### config.mk
export PLATFORM = sky130hd
export DESIGN_NAME = eth_frame_builder_flat
export DESIGN_NICKNAME = d
export VERILOG_FILES = /design/src/rtl/eth_pkg.sv /design/src/rtl/eth_frame_builder_if.sv /design/src/rtl/frame_payload_ram.sv /design/src/rtl/eth_frame_builder.sv /design/src/flat_wrapper.sv
export SDC_FILE = /design/constraint.sdc
export NUM_CORES = 2
export LEC_CHECK = 0
export BUFFER_PORTS_ARGS = -buffer_cell sky130_fd_sc_hd__buf_2
export CAP_MARGIN = 20
export CORE_MARGIN = 4
export CORE_UTILIZATION = 30
export CTS_BUF_LIST = sky130_fd_sc_hd__clkbuf_4 sky130_fd_sc_hd__clkbuf_8
export DETAILED_ROUTE_END_ITERATION = 10
export HOLD_SLACK_MARGIN = 0.12
export PLACE_DENSITY_LB_ADDON = 0.2
export SKIP_CTS_REPAIR_TIMING = 1
export SYNTH_ARGS = -nofsm -noshare
export SYNTH_HDL_FRONTEND = slang
export SYNTH_SLANG_ARGS = --single-unit
### constraint.sdc
create_clock -name CLK -period 4.65 [get_ports CLK]
set_clock_uncertainty 0.1 [all_clocks]
set_input_delay 0.2325 -clock CLK [delete_from_list [all_inputs] [get_ports CLK]]
set_output_delay 0.2325 -clock CLK [all_outputs]
set_load 0.03 [all_outputs]
### src/rtl/eth_pkg.sv
// eth_pkg
// Shared definitions for the Ethernet II frame builder: header and minimum
// payload lengths, the builder FSM state type, and a helper that picks one
// byte out of a 48-bit MAC address, most significant byte first.
package eth_pkg;

    localparam int ETH_HDR_LEN     = 14;
    localparam int ETH_MIN_PAYLOAD = 46;

    typedef enum logic [2:0] {
        IDLE,
        WAIT_MAC,
        HDR,
        PAYLOAD,
        PAD,
        TAIL,
        DRAIN
    } fb_state_t;

    // Byte i (0..5) of a MAC address, byte 0 being bits 47:40.
    function automatic logic [7:0] mac_byte(input logic [47:0] addr48, input int i);
        logic [47:0] shifted;
        shifted = addr48 >> (8 * (5 - i));
        return shifted[7:0];
    endfunction

endpackage

### src/rtl/eth_frame_builder_if.sv
// eth_frame_builder_if
// Groups the payload stream (PL_DATA/PL_VALID/PL_LAST/PL_READY) and the MAC
// send interface (SEND_DATA/SEND_EN/SENT_BUSY) of the frame builder.
//   slave  : the frame builder side (consumes payload, drives the MAC)
//   master : the environment side (produces payload, acts as the MAC)
interface eth_frame_builder_if;

    logic [7:0] PL_DATA;
    logic       PL_VALID;
    logic       PL_LAST;
    logic       PL_READY;
    logic [7:0] SEND_DATA;
    logic       SEND_EN;
    logic       SENT_BUSY;

    modport slave (
        input  PL_DATA, PL_VALID, PL_LAST, SENT_BUSY,
        output PL_READY, SEND_DATA, SEND_EN
    );

    modport master (
        output PL_DATA, PL_VALID, PL_LAST, SENT_BUSY,
        input  PL_READY, SEND_DATA, SEND_EN
    );

endinterface

### src/rtl/frame_payload_ram.sv
// frame_payload_ram
// Simple dual-port byte RAM, single clock. Synchronous write; synchronous
// read with one cycle of latency (rd_data reflects rd_addr of the previous
// edge).
//   CLK     : clock
//   we      : write enable
//   wr_addr : write address
//   wr_data : write byte
//   rd_addr : read address
//   rd_data : registered read byte
module frame_payload_ram #(
    parameter int DEPTH = 256,
    parameter int AW    = 8
) (
    input  logic          CLK,
    input  logic          we,
    input  logic [AW-1:0] wr_addr,
    input  logic [7:0]    wr_data,
    input  logic [AW-1:0] rd_addr,
    output logic [7:0]    rd_data
);

    logic [7:0] mem [DEPTH];

    always_ff @(posedge CLK) begin
        if (we) begin
            mem[wr_addr] <= wr_data;
        end
        rd_data <= mem[rd_addr];
    end

endmodule

### src/rtl/eth_frame_builder.sv
// eth_frame_builder
// Buffers one payload from a byte stream and then emits an Ethernet II frame
// (no FCS) to the MII transmit MAC: DST_MAC, SRC_MAC, ETHERTYPE, payload,
// zero padding up to 46 payload bytes.
//   CLK        : clock
//   RST        : synchronous active-high reset
//   bus        : payload stream in, SEND_DATA/SEND_EN out, SENT_BUSY in
//   BUILD_BUSY : high from LAST acceptance until the MAC finishes the frame
//   OVERFLOW   : sticky, payload exceeded MAX_PAYLOAD; cleared by the first
//                accepted byte of the next payload
module eth_frame_builder
    import eth_pkg::*;
#(
    parameter logic [47:0] DST_MAC     = 48'hFFFF_FFFF_FFFF,
    parameter logic [47:0] SRC_MAC     = 48'h0007_ED11_2233,
    parameter logic [15:0] ETHERTYPE   = 16'h0800,
    parameter int          MAX_PAYLOAD = 256,
    parameter int          ADDR_W      = 11
) (
    input  logic                 CLK,
    input  logic                 RST,
    eth_frame_builder_if.slave   bus,
    output logic                 BUILD_BUSY,
    output logic                 OVERFLOW
);

    localparam int                RAM_AW   = $clog2(MAX_PAYLOAD);
    localparam logic [ADDR_W-1:0] MAX_LEN  = ADDR_W'(MAX_PAYLOAD);
    localparam logic [ADDR_W-1:0] HDR_LAST = ADDR_W'(ETH_HDR_LEN - 1);
    localparam logic [ADDR_W-1:0] MIN_LEN  = ADDR_W'(ETH_MIN_PAYLOAD);
    localparam logic [ADDR_W-1:0] ONE      = ADDR_W'(1);

    fb_state_t         state;
    logic [ADDR_W-1:0] wr_len;
    logic [ADDR_W-1:0] len;
    logic [ADDR_W-1:0] idx;
    logic [ADDR_W-1:0] rd_addr;
    logic [ADDR_W-1:0] pad_last;
    logic              pl_ready;
    logic              send_en;
    logic [7:0]        send_data;
    logic              build_busy;
    logic              overflow;
    logic              seen_busy;
    logic              accept;
    logic              ram_we;
    logic [7:0]        rd_data;

    assign accept = (state == IDLE) && pl_ready && bus.PL_VALID;
    // Bytes beyond MAX_PAYLOAD are accepted but never written.
    assign ram_we = accept && (wr_len < MAX_LEN);

    frame_payload_ram #(
        .DEPTH (MAX_PAYLOAD),
        .AW    (RAM_AW)
    ) u_ram (
        .CLK     (CLK),
        .we      (ram_we),
        .wr_addr (wr_len[RAM_AW-1:0]),
        .wr_data (bus.PL_DATA),
        .rd_addr (rd_addr[RAM_AW-1:0]),
        .rd_data (rd_data)
    );

    function automatic logic [7:0] hdr_byte(input logic [ADDR_W-1:0] i);
        int k;
        k = int'(i);
        if (k < 6) begin
            return mac_byte(DST_MAC, k);
        end else if (k < 12) begin
            return mac_byte(SRC_MAC, k - 6);
        end else if (k == 12) begin
            return ETHERTYPE[15:8];
        end
        return ETHERTYPE[7:0];
    endfunction

    // Frame builder FSM. All outputs are registered here so SEND_EN and
    // SEND_DATA change on the same edge. The RAM read address runs one
    // ahead of the byte being driven to hide the RAM read latency.
    always_ff @(posedge CLK) begin
        if (RST) begin
            state      <= IDLE;
            wr_len     <= '0;
            len        <= '0;
            idx        <= '0;
            rd_addr    <= '0;
            pad_last   <= '0;
            pl_ready   <= 1'b0;
            send_en    <= 1'b0;
            send_data  <= 8'h00;
            build_busy <= 1'b0;
            overflow   <= 1'b0;
            seen_busy  <= 1'b0;
        end else begin
            case (state)
                IDLE: begin
                    pl_ready <= 1'b1;
                    if (accept) begin
                        if (wr_len == '0) begin
                            overflow <= 1'b0;
                        end
                        if (wr_len < MAX_LEN) begin
                            wr_len <= wr_len + ONE;
                        end else begin
                            overflow <= 1'b1;
                        end
                        if (bus.PL_LAST) begin
                            len        <= (wr_len < MAX_LEN) ? wr_len + ONE : wr_len;
                            pl_ready   <= 1'b0;
                            build_busy <= 1'b1;
                            state      <= WAIT_MAC;
                        end
                    end
                end
                WAIT_MAC: begin
                    if (!bus.SENT_BUSY) begin
                        rd_addr <= '0;
                        idx     <= '0;
                        state   <= HDR;
                    end
                end
                HDR: begin
                    send_en   <= 1'b1;
                    send_data <= hdr_byte(idx);
                    if (idx == HDR_LAST) begin
                        idx     <= '0;
                        rd_addr <= rd_addr + ONE;
                        state   <= PAYLOAD;
                    end else begin
                        idx <= idx + ONE;
                    end
                end
                PAYLOAD: begin
                    send_en   <= 1'b1;
                    send_data <= rd_data;
                    rd_addr   <= rd_addr + ONE;
                    if (idx == len - ONE) begin
                        idx <= '0;
                        if (len < MIN_LEN) begin
                            pad_last <= MIN_LEN - len - ONE;
                            state    <= PAD;
                        end else begin
                            state <= TAIL;
                        end
                    end else begin
                        idx <= idx + ONE;
                    end
                end
                PAD: begin
                    send_en   <= 1'b1;
                    send_data <= 8'h00;
                    if (idx == pad_last) begin
                        state <= TAIL;
                    end else begin
                        idx <= idx + ONE;
                    end
                end
                TAIL: begin
                    send_en   <= 1'b0;
                    seen_busy <= 1'b0;
                    state     <= DRAIN;
                end
                DRAIN: begin
                    // The MAC must be seen busy and then idle again.
                    if (bus.SENT_BUSY) begin
                        seen_busy <= 1'b1;
                    end else if (seen_busy) begin
                        wr_len     <= '0;
                        build_busy <= 1'b0;
                        pl_ready   <= 1'b1;
                        state      <= IDLE;
                    end
                end
                default: begin
                    state <= IDLE;
                end
            endcase
        end
    end

    assign bus.PL_READY  = pl_ready;
    assign bus.SEND_EN   = send_en;
    assign bus.SEND_DATA = send_data;
    assign BUILD_BUSY    = build_busy;
    assign OVERFLOW      = overflow;

endmodule
### src/flat_wrapper.sv
// flat-port wrapper written by rule: the top's interface ports become plain ports
module eth_frame_builder_flat import eth_pkg::*;
#(
    parameter logic [47:0] DST_MAC     = 48'hFFFF_FFFF_FFFF,
    parameter logic [47:0] SRC_MAC     = 48'h0007_ED11_2233,
    parameter logic [15:0] ETHERTYPE   = 16'h0800,
    parameter int          MAX_PAYLOAD = 256,
    parameter int          ADDR_W      = 11
)
  (CLK, RST, BUILD_BUSY, OVERFLOW, bus_PL_DATA, bus_PL_VALID, bus_PL_LAST, bus_SENT_BUSY, bus_PL_READY, bus_SEND_DATA, bus_SEND_EN);
  eth_frame_builder_if bus_i ();
  input  logic CLK;
  input  logic RST;
  output logic BUILD_BUSY;
  output logic OVERFLOW;
  input wire logic [$bits(bus_i.PL_DATA)-1:0] bus_PL_DATA;
  input wire logic [$bits(bus_i.PL_VALID)-1:0] bus_PL_VALID;
  input wire logic [$bits(bus_i.PL_LAST)-1:0] bus_PL_LAST;
  input wire logic [$bits(bus_i.SENT_BUSY)-1:0] bus_SENT_BUSY;
  output wire logic [$bits(bus_i.PL_READY)-1:0] bus_PL_READY;
  output wire logic [$bits(bus_i.SEND_DATA)-1:0] bus_SEND_DATA;
  output wire logic [$bits(bus_i.SEND_EN)-1:0] bus_SEND_EN;
  assign bus_i.PL_DATA = bus_PL_DATA;
  assign bus_i.PL_VALID = bus_PL_VALID;
  assign bus_i.PL_LAST = bus_PL_LAST;
  assign bus_i.SENT_BUSY = bus_SENT_BUSY;
  assign bus_PL_READY = bus_i.PL_READY;
  assign bus_SEND_DATA = bus_i.SEND_DATA;
  assign bus_SEND_EN = bus_i.SEND_EN;
  eth_frame_builder #(.DST_MAC(DST_MAC), .SRC_MAC(SRC_MAC), .ETHERTYPE(ETHERTYPE), .MAX_PAYLOAD(MAX_PAYLOAD), .ADDR_W(ADDR_W)) u_core (.CLK(CLK), .RST(RST), .bus(bus_i), .BUILD_BUSY(BUILD_BUSY), .OVERFLOW(OVERFLOW));
endmodule
==> results.cfg <==
[status]
status = finished, final reports clean

[drt]
via_per_inst = 4.98
wire_per_inst_um = 27.0
drt_pass1_iterations = 5
drt_drc_violations_left = 0
ant_nets = 0
wl_mm = 232
drt_iter0_markers = 3658
vias = 42756

[grt]
grt_overflow_total = 0
grt_max_degree = 149
antenna_found_initial = 10
first_global_vias = 44082
track_usage = 0.159
use_met2 = 0.250
top_usage_layer = met2
grtUsageMet3 = 0.0346
grt_pass1_wl_mm = 333
use_met1 = 0.227

[power]
power.internal_mw = 32.5
ir_worst_vdd_mv = 0.246
p_sw_mw = 10.5
finalPower_mw = 43.0
seqPwrFrac = 0.494
swShare = 0.245
power.share.clock = 0.390
power_density_nw_per_um2 = 445
leakage_nw = 29.4
comb_power_share = 0.116

[critical_path]
critPathMaxStageDelay_ns = 0.65
worst_setup_path_end_kind = flop
start_kind = flop
worstSetupPathType = reg2reg
cp_max_fo = 11
crit_slowest_cell = or4b_2
critPathMostFrequentCell = ha_1
worst_ep_arrival_time_ns = 4.76
crit_family = compound AO/OA/AOI/OAI gates
path_buf_inv = 1
critPathRequiredTime_ns = 5.41
crit_chain = inv_1 -> ha_1 -> nand2b_1 -> o21ai_0 -> a31oi_1 -> or4b_2 -> ha_1 -> nand2_1 -> nor3_1 -> o211a_1 -> o2111ai_2 -> a211oi_1 -> o21ai_1 -> a311oi_1

[sta]
max-slew-margin-rel = 0.276
period_minus_slack_ns = 4.00
clock.fmax_mhz = 250
setup_viol_count_final = 0
finalSetupTns_ns = 0
worst_slew_pin_slew_ns = 1.09
fin_crit_sh = 0.860
holdWs_ns = 0.201
grt_setup_unrepaired = false
finalWorstSetupSlack_ns = 0.650
finalHoldViolations = 0
drv_slew = 0

[cells_and_area]
fin_area_um2 = 96600
area_growth_pct = 15.9
drive_gt1_frac = 0.286
register_area_um2 = 63000
final_nets = 4615
fillers = 25932
multi_input_area_um2 = 19000

[clock_tree]
cts_buffers = 366
cts_tree = built
root_buffer = clkbuf_8
cts.sinks = 2124
ctsHtreeMaxLevel = 5
insertion_delay_ns = 1.01
clk_pin_slew_ns = 0.06
clockBufferDepth = 4

[placed_design]
dp_slack_ns = 0.646
port_buffers = 24
dpl_cell_area_um2 = 89300
dp_hpwl_mm = 139
finalWeightedCongestion = 0.826

[yosys]
synth_area_leaders = edfxtp_1 (74%), mux4_2 (14%), dfxtp_1 (1.8%)
synth_cell_types = 72
yosysWarningCount = 0
syn-cell-area_um2 = 83400
yosysTopAreaCellShare = 0.737
seq_area_frac_synth = 0.756
ys_ff_latch = 2124
yosysMostFrequentCell = edfxtp_1
yosys.area.top_type = edfxtp_1
synthFlopType = edfxtp_1
synthArstFlopShare = 0
synth_edf_count = 2048
syn_nets = 4219
synthTopCellsByCount = edfxtp_1 (2048), mux4_2 (500), nor2_1 (360), a22oi_1 (153), clkbuf_1 (139)
syn_area_per_cell_um2 = 19.9
syn_inst = 4191

[die]
io_pins = 25
die_x_um = 535
dieArea_um2 = 286000
num_rows = 193
die_h_um = 535
initial_utilization = 0.302
coreArea_um2 = 276000

[hold_path]
hold_class = in2reg

[flow_run]
maxCapViolations = 0
[cell usage in the layout, fill, tap and decap left out, types with 8 or more instances in the layout]
cell	instances
nor4_1	11
mux4_2	500
and2_1	12
buf_12	35
bufinv_16	9
o211ai_1	12
xnor2_1	31
a21oi_1	103
a211oi_1	17
clkbuf_4	139
a31oi_1	13
o22ai_1	30
nor2_1	359
nor3_1	39
a22o_1	53
clkinv_2	27
buf_8	8
xor2_1	20
dfxtp_1	74
clkinv_1	94
clkbuf_8	370
nand3_1	41
buf_4	227
edfxtp_1	2048
a221oi_1	47
dlygate4sd3_1	14
inv_1	12
nand2b_1	10
or3_1	10
buf_2	16
ha_1	15
a22oi_1	153
o21ai_0	20
nand2_2	16
nand2_1	84
nand4_1	22
mux2i_1	33
nor2b_1	18
[power by group through the flow]
stage          logic [mW]  registers [mW]  clock network (mW)
4_1_cts              5.10            21.2                17.3
6_report             5.00            21.2                16.7
5_1_grt              5.36            21.2                18.2
2_1_floorplan        3.38            21.5                   0
3_5_place_dp         5.09            21.6                   0
3_3_place_gp         5.08            21.6                   0
[metrics by stage]
| step | utilization | std cells |
|---|---|---|
| 6_report | 0.350 | 8586 |
| 5_1_grt | 0.350 | 8586 |
| 4_1_cts | 0.349 | 8568 |
| 3_5_place_dp | 0.323 | 7909 |
| 3_3_place_gp | 0.323 | 7908 |
| 2_1_floorplan | - | 4191 |
[routing by layer]
layer  vias up  share of wire
met1     22833           0.45
met2      1333           0.47
li1      18256              -
met3       334          0.062
met5         -              0
met4         0          0.021
[worst register-to-register path, cell delays in order, from the launching register on]
cell and delay (ns):
dfxtp_1 0.54, inv_1 0.10, ha_1 0.47, nand2b_1 0.14, o21ai_0 0.14, a31oi_1 0.21, or4b_2 0.65, ha_1 0.30
nand2_1 0.05, nor3_1 0.15, o211a_1 0.19, o2111ai_2 0.17, a211oi_1 0.30, o21ai_1 0.13, a311oi_1 0.28
[final timing paths]
check | start | endpoint | slack (ns) | cells after the start
min reg2reg | u_core.pad_last[6]$_SDFFE_PP0P_ | u_core.pad_last[6]$_SDFFE_PP0P_ | 0.37 | 2
max reg2reg | u_core.idx[1]$_SDFFE_PP0P_ | u_core.bus.SEND_DATA[6]$_SDFFE_PP0P_ | 0.65 | 14
max | u_core.idx[1]$_SDFFE_PP0P_ | u_core.bus.SEND_DATA[6]$_SDFFE_PP0P_ | 0.65 | 14
min | bus_SENT_BUSY | u_core.seen_busy$_SDFFE_PP0P_ | 0.20 | 6
[cell type report]
| type | instances | share of cell area |
|---|---|---|
| Sequential cell | 2124 | 0.652 |
| Multi-Input combinational cell | 1781 | 0.197 |
| Clock buffer | 509 | 0.0635 |
| Tap cell | 3705 | 0.0480 |
| Timing Repair Buffer | 302 | 0.0286 |
| Clock inverter | 150 | 0.0103 |
| Inverter | 12 | 0.000466 |
| Antenna cell | 3 | 0.0000777 |
[cell families (layout without fill, tap and decap cells)]
family          count (synthesis)  count (layout)  synth area share
buf+inv                       286             973            0.0171
flops                        2124            2124             0.756
xor+xnor                       51              51           0.00536
fa+ha+maj                      15              15           0.00225
mux                           534             534             0.139
compound gates                496             496            0.0427
other cells                     0               3                 0
simple gates                  685             685            0.0377
[state kept, by name (all words and copies together) (netlist names)]
register and cells:
u_core.u_ram.mem 2048, u_core.OVERFLOW 1, u_core.bus.PL_READY 1, u_core.pad_last 11
u_core.seen_busy 1, u_core.idx 11, u_core.u_ram.rd_data 8, u_core.rd_addr 8
u_core.len 11, u_core.bus.SEND_EN 1, u_core.state 3, u_core.BUILD_BUSY 1
u_core.bus.SEND_DATA 8, u_core.wr_len 11
No activity file was read; power rests on OpenSTA's default activity.
